<file path="config.mk">
export PLATFORM = sky130hd
export DESIGN_NAME = fetch_redirect_ctrl
export DESIGN_NICKNAME = d
export VERILOG_FILES = /design/src/rtl/fetch_redirect_ctrl_pkg.sv /design/src/rtl/fetch_redirect_ctrl_redirect_arbiter.sv /design/src/rtl/fetch_redirect_ctrl.sv
export SDC_FILE = /design/constraint.sdc
export NUM_CORES = 1
export LEC_CHECK = 0
export ABC_AREA = 1
export BUFFER_PORTS_ARGS = -buffer_cell sky130_fd_sc_hd__buf_4
export CAP_MARGIN = 10
export CORE_AREA = 10 10 134 136
export DETAILED_ROUTE_END_ITERATION = 6
export DIE_AREA = 0 0 144 146
export PLACE_DENSITY = 0.68
export SLEW_MARGIN = 20
export SYNTH_ARGS = -nofsm -noshare
export SYNTH_HDL_FRONTEND = slang
export SYNTH_SLANG_ARGS = --single-unit
</file>
<file path="constraint.sdc">
create_clock -name clk -period 4.3 [get_ports clk]
set_input_delay 0.86 -clock clk [delete_from_list [all_inputs] [get_ports clk]]
set_output_delay 0.86 -clock clk [all_outputs]
set_load 0.03 [all_outputs]
</file>
<file path="src/rtl/fetch_redirect_ctrl_pkg.sv">
// Shared encodings for the fetch redirect controller: PC-mux selects,
// BTB commands, FSM state codes and redirect priorities.
package fetch_pkg;

  // PC mux select encodings
  localparam logic [1:0] PC_SEL_SEQ    = 2'b00;  // sequential / BTB prediction
  localparam logic [1:0] PC_SEL_BR     = 2'b01;  // branch target
  localparam logic [1:0] PC_SEL_JMP    = 2'b10;  // jump target
  localparam logic [1:0] PC_SEL_BR_FIX = 2'b11;  // br_pc + 4 correction

  // BTB write commands (one-hot)
  localparam logic [2:0] BTB_NONE          = 3'b000;
  localparam logic [2:0] BTB_INSERT        = 3'b001;
  localparam logic [2:0] BTB_UPD_TAKEN     = 3'b010;
  localparam logic [2:0] BTB_UPD_NOT_TAKEN = 3'b100;

  // FSM state codes
  localparam logic [1:0] ST_IDLE      = 2'd0;
  localparam logic [1:0] ST_HOLD      = 2'd1;
  localparam logic [1:0] ST_EXC_FLUSH = 2'd2;

  // Redirect priorities; a larger value wins
  localparam logic [1:0] PRI_NONE = 2'd0;
  localparam logic [1:0] PRI_JMP  = 2'd1;
  localparam logic [1:0] PRI_BR   = 2'd2;
  localparam logic [1:0] PRI_EXC  = 2'd3;

  // True for the PC selects that correct a branch misprediction
  function automatic logic is_branch_sel(input logic [1:0] sel);
    return (sel == PC_SEL_BR) || (sel == PC_SEL_BR_FIX);
  endfunction

endpackage

</file>
<file path="src/rtl/fetch_redirect_ctrl_redirect_arbiter.sv">
// Combinational redirect arbiter: classifies the resolved branch against
// its BTB prediction and picks the highest-priority redirect
// (exception > branch mispredict > jump). Branch and jump requests are
// masked while an exception flush is in progress.
module redirect_arbiter
  import fetch_pkg::*;
#(
  parameter int ADDR_W = 32
) (
  input  logic              suppress,
  input  logic              exc_req,
  input  logic [ADDR_W-1:0] exc_addr,
  input  logic              jmp_req,
  input  logic [ADDR_W-1:0] jmp_addr,
  input  logic              br_valid,
  input  logic              br_taken,
  input  logic [ADDR_W-1:0] br_target,
  input  logic [ADDR_W-1:0] br_pc,
  input  logic              pred_hit,
  input  logic              pred_taken,
  input  logic [ADDR_W-1:0] pred_target,
  output logic              req_valid,
  output logic [1:0]        req_pri,
  output logic [1:0]        req_sel,
  output logic [ADDR_W-1:0] req_addr,
  output logic [2:0]        req_btb,
  output logic              req_epc
);

  logic br_insert;
  logic br_upd_taken;
  logic br_upd_not_taken;

  // Branch classification against the prediction made at fetch
  always_comb begin
    br_insert        = br_valid && !pred_hit && br_taken;
    br_upd_taken     = br_valid && pred_hit && br_taken &&
                       (!pred_taken || (pred_target != br_target));
    br_upd_not_taken = br_valid && pred_hit && !br_taken && pred_taken;
  end

  // Priority selection of the winning redirect
  always_comb begin
    // NOTE: every output gets a default first so no path leaves it unassigned, which would infer a latch.
    req_valid = 1'b0;
    req_pri   = PRI_NONE;
    req_sel   = PC_SEL_SEQ;
    req_addr  = '0;
    req_btb   = BTB_NONE;
    req_epc   = 1'b0;
    if (exc_req) begin
      req_valid = 1'b1;
      req_pri   = PRI_EXC;
      req_addr  = exc_addr;
      req_epc   = 1'b1;
    end else if (!suppress && (br_insert || br_upd_taken)) begin
      req_valid = 1'b1;
      req_pri   = PRI_BR;
      req_sel   = PC_SEL_BR;
      req_addr  = br_target;
      req_btb   = br_insert ? BTB_INSERT : BTB_UPD_TAKEN;
    end else if (!suppress && br_upd_not_taken) begin
      req_valid = 1'b1;
      req_pri   = PRI_BR;
      req_sel   = PC_SEL_BR_FIX;
      req_addr  = br_pc + ADDR_W'(4);
      req_btb   = BTB_UPD_NOT_TAKEN;
    end else if (!suppress && jmp_req) begin
      req_valid = 1'b1;
      req_pri   = PRI_JMP;
      req_sel   = PC_SEL_JMP;
      req_addr  = jmp_addr;
    end
  end

endmodule

</file>
<file path="src/rtl/fetch_redirect_ctrl.sv">
// Fetch redirect sequencing controller. Issues the winning redirect in the
// same cycle when fetch can accept it, otherwise holds it in a pending
// register until the stall clears, and drives IF/ID flushes including the
// multi-cycle flush after an exception.
// Optional feature: define FETCH_CTRL_PERF_EN to build the mispredict and
// redirect performance counters; otherwise both outputs are tied to 0.
module fetch_redirect_ctrl
  import fetch_pkg::*;
#(
  parameter int ADDR_W       = 32,
  parameter int FLUSH_CYCLES = 2
) (
  input  logic              clk,
  input  logic              reset,
  input  logic              stall,
  input  logic              exc_req,
  input  logic [ADDR_W-1:0] exc_addr,
  input  logic              jmp_req,
  input  logic [ADDR_W-1:0] jmp_addr,
  input  logic              br_valid,
  input  logic              br_taken,
  input  logic [ADDR_W-1:0] br_target,
  input  logic [ADDR_W-1:0] br_pc,
  input  logic              pred_hit,
  input  logic              pred_taken,
  input  logic [ADDR_W-1:0] pred_target,
  output logic              pc_write,
  output logic [1:0]        pc_sel,
  output logic              choose_epc,
  output logic [ADDR_W-1:0] redirect_addr,
  output logic              flush_if_id,
  output logic [2:0]        btb_write,
  output logic [31:0]       mispredict_cnt,
  output logic [31:0]       redirect_cnt
);

  localparam logic [2:0] FLUSH_LAST = 3'(FLUSH_CYCLES - 1);

  logic [1:0]        state_q, state_d;
  logic [2:0]        cnt_q, cnt_d;
  logic [1:0]        pend_pri_q;
  logic [1:0]        pend_sel_q;
  logic [ADDR_W-1:0] pend_addr_q;
  logic [2:0]        pend_btb_q;
  logic              pend_epc_q;

  logic              live_valid;
  logic [1:0]        live_pri;
  logic [1:0]        live_sel;
  logic [ADDR_W-1:0] live_addr;
  logic [2:0]        live_btb;
  logic              live_epc;

  logic              use_live;
  logic [1:0]        win_sel;
  logic [ADDR_W-1:0] win_addr;
  logic [2:0]        win_btb;
  logic              win_epc;

  logic              issue;
  logic              latch;
  logic              pc_write_c;
  logic              flush_c;

  redirect_arbiter #(.ADDR_W(ADDR_W)) u_arbiter (
    .suppress    (state_q == ST_EXC_FLUSH),
    .exc_req     (exc_req),
    .exc_addr    (exc_addr),
    .jmp_req     (jmp_req),
    .jmp_addr    (jmp_addr),
    .br_valid    (br_valid),
    .br_taken    (br_taken),
    .br_target   (br_target),
    .br_pc       (br_pc),
    .pred_hit    (pred_hit),
    .pred_taken  (pred_taken),
    .pred_target (pred_target),
    .req_valid   (live_valid),
    .req_pri     (live_pri),
    .req_sel     (live_sel),
    .req_addr    (live_addr),
    .req_btb     (live_btb),
    .req_epc     (live_epc)
  );

  // Winner: the live request, unless holding and it does not outrank pending
  always_comb begin
    use_live = (state_q != ST_HOLD) || (live_valid && (live_pri > pend_pri_q));
    win_sel  = use_live ? live_sel  : pend_sel_q;
    win_addr = use_live ? live_addr : pend_addr_q;
    win_btb  = use_live ? live_btb  : pend_btb_q;
    win_epc  = use_live ? live_epc  : pend_epc_q;
  end

  // Next-state, issue/latch decisions and flush counter
  always_comb begin
    state_d    = state_q;
    cnt_d      = cnt_q;
    issue      = 1'b0;
    latch      = 1'b0;
    pc_write_c = 1'b0;
    flush_c    = 1'b0;
    case (state_q)
      ST_HOLD: begin
        if (stall) begin
          latch = use_live;
        end else begin
          issue      = 1'b1;
          pc_write_c = 1'b1;
          cnt_d      = '0;
          state_d    = win_epc ? ST_EXC_FLUSH : ST_IDLE;
        end
      end
      ST_EXC_FLUSH: begin
        pc_write_c = ~stall;
        flush_c    = 1'b1;
        if (live_valid) begin
          // Only an exception can get through the arbiter here
          if (stall) begin
            latch   = 1'b1;
            state_d = ST_HOLD;
          end else begin
            issue = 1'b1;
            cnt_d = '0;
          end
        end else if (cnt_q == FLUSH_LAST) begin
          cnt_d   = '0;
          state_d = ST_IDLE;
        end else begin
          cnt_d = cnt_q + 3'd1;
        end
      end
      default: begin
        pc_write_c = ~stall;
        if (live_valid) begin
          if (stall) begin
            latch   = 1'b1;
            state_d = ST_HOLD;
          end else begin
            issue = 1'b1;
            if (win_epc) begin
              cnt_d   = '0;
              state_d = ST_EXC_FLUSH;
            end
          end
        end
      end
    endcase
  end

  // Output drive; everything is forced low while reset is held
  always_comb begin
    pc_write      = 1'b0;
    pc_sel        = PC_SEL_SEQ;
    choose_epc    = 1'b0;
    redirect_addr = '0;
    flush_if_id   = 1'b0;
    btb_write     = BTB_NONE;
    if (reset) begin
      pc_write    = pc_write_c;
      flush_if_id = flush_c;
      if (issue) begin
        pc_sel        = win_sel;
        choose_epc    = win_epc;
        redirect_addr = win_addr;
        flush_if_id   = 1'b1;
        btb_write     = win_btb;
      end
    end
  end

  // FSM state, flush counter and pending redirect register
  always_ff @(posedge clk) begin
    // NOTE: sequential state uses non-blocking assignments so every flop samples pre-edge values.
    if (!reset) begin
      state_q     <= ST_IDLE;
      cnt_q       <= '0;
      pend_pri_q  <= PRI_NONE;
      pend_sel_q  <= PC_SEL_SEQ;
      pend_addr_q <= '0;
      pend_btb_q  <= BTB_NONE;
      pend_epc_q  <= 1'b0;
    end else begin
      state_q <= state_d;
      cnt_q   <= cnt_d;
      if (latch) begin
        pend_pri_q  <= live_pri;
        pend_sel_q  <= live_sel;
        pend_addr_q <= live_addr;
        pend_btb_q  <= live_btb;
        pend_epc_q  <= live_epc;
      end else if (issue && (state_q == ST_HOLD)) begin
        pend_pri_q <= PRI_NONE;
      end
    end
  end

`ifdef FETCH_CTRL_PERF_EN
  logic [31:0] mispredict_cnt_q;
  logic [31:0] redirect_cnt_q;

  // Performance counters: every issued redirect, and branch corrections
  always_ff @(posedge clk) begin
    if (!reset) begin
      mispredict_cnt_q <= '0;
      redirect_cnt_q   <= '0;
    end else if (issue) begin
      redirect_cnt_q <= redirect_cnt_q + 32'd1;
      if (is_branch_sel(win_sel)) begin
        mispredict_cnt_q <= mispredict_cnt_q + 32'd1;
      end
    end
  end

  assign mispredict_cnt = mispredict_cnt_q;
  assign redirect_cnt   = redirect_cnt_q;
`else
  assign mispredict_cnt = 32'd0;
  assign redirect_cnt   = 32'd0;
`endif

endmodule

</file>
Yosys cells after proc, flatten, opt, wreduce, memory -nomap -nowiden:

Cells that the tools add are included.

* $add $sub $neg: 2
* $lt $le $gt $ge: 1
* equality and inequality tests: 10
* muxes and demuxes: 63
* bitwise logic cells: 1
* reductions and logical operators: 24

Operator list (number)
* 32-bit two-way mux: 7
* 2-bit two-way mux: 21
* 3-bit two-way mux: 12
* 32-bit by 3-bit adder with 32-bit output (second input constant): 1
* 32-bit != test: 1
* 1-bit two-way mux: 21
* 1-bit logical AND: 12
* 3-bit != test (second input constant): 2
* 3-bit case mux with 2 select lines: 1
* 3-bit nonzero test: 2
* 5-bit AND reduction: 1
* 1-bit zero test: 4
* 4-bit by 2-bit != test with 1-bit output (second input constant): 1
* 2-bit case mux with 2 select lines: 1
* 3-bit by 1-bit adder with 3-bit output (second input constant): 1
* 3-bit by 1-bit == test with 1-bit output (second input constant): 1
* 1-bit logical OR: 3
* 3-bit by 1-bit != test with 1-bit output (second input constant): 1
* 3-bit AND reduction: 1
* 2-bit by 1-bit == test with 1-bit output (second input constant): 1
* 2-bit == test (second input constant): 1
* 2-bit greater-than comparator: 1
* 2-bit by 1-bit != test with 1-bit output (second input constant): 1
* 2-bit != test (second input constant): 1
* 2 further kinds: 2

* bits in registers: 45
* input port bits: 169
* output and inout bits: 104
* logic and storage cells: 108

Logic depth before layout (Yosys ltp):

* word-level depth: 15
* mapped depth: 28

Cells and area by module:

From an unflattened synthesis, not the netlist that was laid out.

* cell total of the unflattened synthesis: 1066
* area, all modules: 5818.1 um^2

By module, submodules not included
* redirect_arbiter: instances 1, cells an instance 654, area an instance 2912.8 um^2, seq. area each 0.0 um^2
* fetch_redirect_ctrl: instances 1, cells an instance 412, area an instance 2905.3 um^2, seq. area each 900.9 um^2

Worst setup path after synthesis:

Ideal clock, no wire load.

* kind: input -> output
* from: in pred_taken
* to: out btb_write[2]
* data arrival time: 3.618 ns
* data required time: 3.440 ns
* setup slack: -0.178 ns
* cell stages on the path: 20
* cell sequence: nand2_1 -> nor2_1 -> nand2_1 -> nor2_1 -> nand2_1 -> nor2_1 -> nand3_1 -> nand2_2 -> buf_4 -> nand2_1 -> nor2_1 -> inv_1 -> ha_1 -> a21oi_1 -> a21oi_1 -> nand2_2 -> nand2_4 -> inv_4 -> buf_2 -> a211oi_1

* cells in the longest elaborated chain, start to end: 13
* elaborated cells on any way between the ends: 24
* those cells by class: 1 x order compare; 14 x mux; 9 x reduce/logical

Ends and longest elaborated chain
* from (decl): line fetch_redirect_ctrl.sv:25 `input logic pred_taken,`
* 1-bit zero test: line fetch_redirect_ctrl_redirect_arbiter.sv:38 `(!pred_taken || (pred_target != br_target));`
* 1-bit logical OR: line fetch_redirect_ctrl_redirect_arbiter.sv:38
* 1-bit logical AND: line fetch_redirect_ctrl_redirect_arbiter.sv:37 `br_upd_taken = br_valid && pred_hit && br_taken &&`
* 1-bit logical OR: line fetch_redirect_ctrl_redirect_arbiter.sv:56 `end else if (!suppress && (br_insert || br_upd_taken)) begin`
* 1-bit logical AND: line fetch_redirect_ctrl_redirect_arbiter.sv:56
* 2-bit two-way mux: line fetch_redirect_ctrl_redirect_arbiter.sv:56
* 2-bit two-way mux: line fetch_redirect_ctrl_redirect_arbiter.sv:51 `if (exc_req) begin`
* 2-bit greater-than comparator: line fetch_redirect_ctrl.sv:88 `use_live = (state_q != ST_HOLD) || (live_valid && (live_pri > pend_pri_q));`
* 1-bit logical AND: line fetch_redirect_ctrl.sv:88
* 1-bit logical OR: line fetch_redirect_ctrl.sv:88
* 3-bit two-way mux: line fetch_redirect_ctrl.sv:91 `win_btb = use_live ? live_btb : pend_btb_q;`
* 3-bit two-way mux *: line fetch_redirect_ctrl.sv:162 `if (issue) begin`
* 3-bit two-way mux *: line fetch_redirect_ctrl.sv:159 `if (reset) begin`
* to (decl): line fetch_redirect_ctrl.sv:32 `output logic [2:0] btb_write,`

Mark *: on every way between the ends. The rest lies on a longest branch, timed or not.

Worst setup path in the final report:

* from: in pred_hit
* to: out redirect_addr[8]

* cells in the longest elaborated chain, start to end: 13
* elaborated cells on any way between the ends: 28
* those cells by class: 1 x order compare; 14 x mux; 13 x reduce/logical

Ends and longest elaborated chain
* from (decl): line fetch_redirect_ctrl.sv:24 `input logic pred_hit,`
* 1-bit logical AND / 1-bit zero test (equally long branches): line fetch_redirect_ctrl_redirect_arbiter.sv:37, fetch_redirect_ctrl_redirect_arbiter.sv:39, fetch_redirect_ctrl_redirect_arbiter.sv:36
* 1-bit logical AND (on tied branches) (2 in a row): line fetch_redirect_ctrl_redirect_arbiter.sv:39, fetch_redirect_ctrl_redirect_arbiter.sv:36, fetch_redirect_ctrl_redirect_arbiter.sv:37
* 1-bit logical AND / 1-bit logical OR (equally long branches): line fetch_redirect_ctrl_redirect_arbiter.sv:62, fetch_redirect_ctrl_redirect_arbiter.sv:56
* 2-bit two-way mux / 1-bit logical AND (equally long branches): line fetch_redirect_ctrl_redirect_arbiter.sv:62, fetch_redirect_ctrl_redirect_arbiter.sv:56
* 2-bit two-way mux: line fetch_redirect_ctrl_redirect_arbiter.sv:56
* 2-bit two-way mux: line fetch_redirect_ctrl_redirect_arbiter.sv:51
* 2-bit greater-than comparator: line fetch_redirect_ctrl.sv:88
* 1-bit logical AND: line fetch_redirect_ctrl.sv:88
* 1-bit logical OR: line fetch_redirect_ctrl.sv:88
* 32-bit two-way mux: line fetch_redirect_ctrl.sv:90 `win_addr = use_live ? live_addr : pend_addr_q;`
* 32-bit two-way mux *: line fetch_redirect_ctrl.sv:162
* 32-bit two-way mux *: line fetch_redirect_ctrl.sv:159
* to (decl): line fetch_redirect_ctrl.sv:30 `output logic [ADDR_W-1:0] redirect_addr,`

Marked as above.

==> run metrics <==
endpoints failing setup=3; DRT iter0 DRCs=619; ant diodes=0; H-Tree Depth=2; Top Ports=273; most frequent cells in the layout=buf_4, nand2_1, inv_1, nor2_1, o21ai_0; final total power=2.64 mW; layout cells sized above 1=31.1%; Syn Std Cell Area=5290 sq um; vias per cell=4.96; most common cell after layout, fill and taps aside=buf_4; period utilization=100%; failing checks=negative setup slack; post-synthesis sequential area ratio=17.0%; GP Congestion=0.951; CP max stage delay=0.19 ns; Mean Syn Cell Area=5.69 sq um; count of cell types in the netlist=44; Initial Util=34.2%; Tightest Pin Transition=0.645 ns; CP Class=primary input to output port; Critical Path RT=3.44 ns; status=finished, violations left; CP startpoint kind=primary input; input/output buffers=208; P_leak=3.89 nW; nets=1,356; vias in the first global route=6,575; initial antenna violation count=0; first-pass GRT wire length=36,400 um; Pwr Density=333 nW/um^2; WP buf/inv=6; DR vias=6,818; Clock transition at path regs=0.06 ns; critical path cell sequence=buf_4, nand2_2, nor2_1, nand2_1, nor2_1, nand2_1, nor2_4, nand3_4, nand2_4, nand2_4, inv_2, nor2_1, inv_1, nand2_2, ha_4, inv_4, a21oi_4, a21oi_4, nand2_4, nand2_8, clkbuf_16, o21ai_2, a31oi_1, buf_4; Die H=146 um; DRT antenna net count=0; GRT Overall Usage=22.1%; Max FO, Critical Path=7; relative max-transition margin=56.4%; Setup WS post-layout=-0.0130 ns; Worst IR Drop VDD=0.205 mV; Initial DRT Pass Iterations=5; Max Fclk=232 MHz; final wirelength=25,500 um; Yosys Warn Count=0; Final Slew Violations=0; Syn-to-layout area delta=50.0%; CP max-delay cell=buf_4; GRT overflow=0; max cap viols=0; Clock Path Buffers=2; Critical Path AT=3.45 ns; row cnt=46; Post-DP HPWL=20,300 um; design area=7930 sq um; # clock sinks=45; CP Capture Type=output port; Yosys reg bits=45; routed len/inst=18.6 um; core footprint=15,500 sq um; Syn Inst Count=930; fin crit period=4.31 ns; crit-path leading delay family=simple AND/OR/NAND/NOR gates; Worst Hold Class=register to register; die area=21,000 sq um; Worst-Skew Late Latency=0.29 ns; RSZ-0062 raised after global routing=true; Worst Skew=0.00477 ns; final setup TNS=-0.0248 ns; dpl cell area=7110 sq um; Fin. Hold Viols=0; total CTS buffers=5; Post-route DRC=0; Filler cells=1,630; TritonCTS clock tree=yes; largest net degree at the start of global routing=59; die width=144 um; Root Buffer=clkbuf_16
[metrics by stage]
step | hold WS, ns | setup slack [ns] | util (%) | cells
after floorplan | 0.418 | -0.0340 | - | 993
after global placement | 0.426 | -0.166 | 45.9 | 1344
after detailed placement | 0.432 | -0.241 | 45.9 | 1344
after CTS | 0.441 | 0.00162 | 48.5 | 1368
after global routing | 0.471 | -0.156 | 51.2 | 1374
final | 0.445 | -0.0130 | 51.2 | 1374
[state kept, by name (all words and copies together), names as in the netlist]
name / flops
pend_btb_q: 3
cnt_q: 3
pend_pri_q: 2
state_q: 2
pend_epc_q: 1
pend_sel_q: 2
pend_addr_q: 32
[repair_timing]
item,in CTS,in global routing
buffers inserted,14,3
hold buffers,0,0
pin swaps,7,31
cloned,3,5
setup endpoints to repair,38,38
gates resized for setup,31,82
[final timing paths]
path / slack, ns / cells past startpoint / end / startpoint
setup / recovery: -0.01 / 24 / redirect_addr[8] / pred_hit
hold / removal: 0.44 / 2 / pend_addr_q[14] / pend_addr_q[14]
setup reg to reg: 1.08 / 21 / pend_addr_q[3] / state_q[0]
hold reg to reg: 0.44 / 2 / pend_addr_q[14] / pend_addr_q[14]
[final cells by class]
| cell class | count | area (sq um) | area share (%) |
|---|---|---|---|
| multi-input combinational | 734 | 3840 | 48.4 |
| timing repair buffer | 289 | 2390 | 30.2 |
| sequential | 45 | 901 | 11.4 |
| inverter | 107 | 417 | 5.25 |
| tap | 192 | 240 | 3.03 |
| clock buffer | 7 | 143 | 1.80 |
[power by group]
part	total [mW]	leakage (nW)	switching (mW)	internal [mW]
clock	0.389	0.0700	0.160	0.228
sequential	0.552	0.372	0.0464	0.505
combinational	1.70	3.44	1.01	0.690
total	2.64	3.89	1.21	1.42
[cells in the mapped netlist, drive strengths merged]
cell type / n / share of area, %
o311ai: 1 / 0.17
mux2i: 1 / 0.19
nand3b: 2 / 0.28
nor3: 17 / 1.6
a31oi: 5 / 0.59
o22ai: 7 / 0.83
xor2: 11 / 1.8
clkbuf: 16 / 1.1
dfxtp: 45 / 17
o221ai: 1 / 0.17
o21ba: 5 / 0.95
nand4: 12 / 1.4
a211oi: 2 / 0.28
or2: 6 / 0.71
o21a: 1 / 0.14
buf: 92 / 12
inv: 107 / 7.6
nor2: 103 / 7.5
nand2: 220 / 16
o31ai: 1 / 0.14
xnor2: 16 / 2.7
conb: 1 / 0.071
o22a: 1 / 0.17
ha: 5 / 1.2
o21ai: 105 / 9.9
nor4: 5 / 0.88
o211ai: 12 / 1.7
a21boi: 1 / 0.14
nand3: 38 / 3.8
a21oi: 91 / 8.7
[metal layers]
metal / track usage (%) / part of all wire, % / vias up
met5: 0 / 0 / -
met1: 26.9 / 40 / 3062
met4: 4.75 / 2.2 / 0
met2: 38.8 / 48 / 321
li1: - / - / 3404
met3: 4.47 / 9.2 / 31
[kinds of logic after synthesis]
| kind of cell | count (synthesis) | share of synthesized area, % |
|---|---|---|
| AOI/OAI and AO/OA | 233 | 23.9 |
| buffers and inverters | 215 | 21.0 |
| xor gates and xnor gates | 27 | 4.47 |
| and+or+nand+nor | 403 | 32.1 |
| muxes | 1 | 0.189 |
| DFF | 45 | 17.0 |
| adders and majority gates | 5 | 1.18 |
| other | 1 | 0.0709 |
[tightest hold or removal path, delay by kind of cell (launching register included)]
family,cells,cell delay (ns)
flip-flops,1,0.30
AO/OA/AOI/OAI,1,0.05
buffers and inverters,1,0.04
Note: power is estimated with default switching activity, not from simulation.
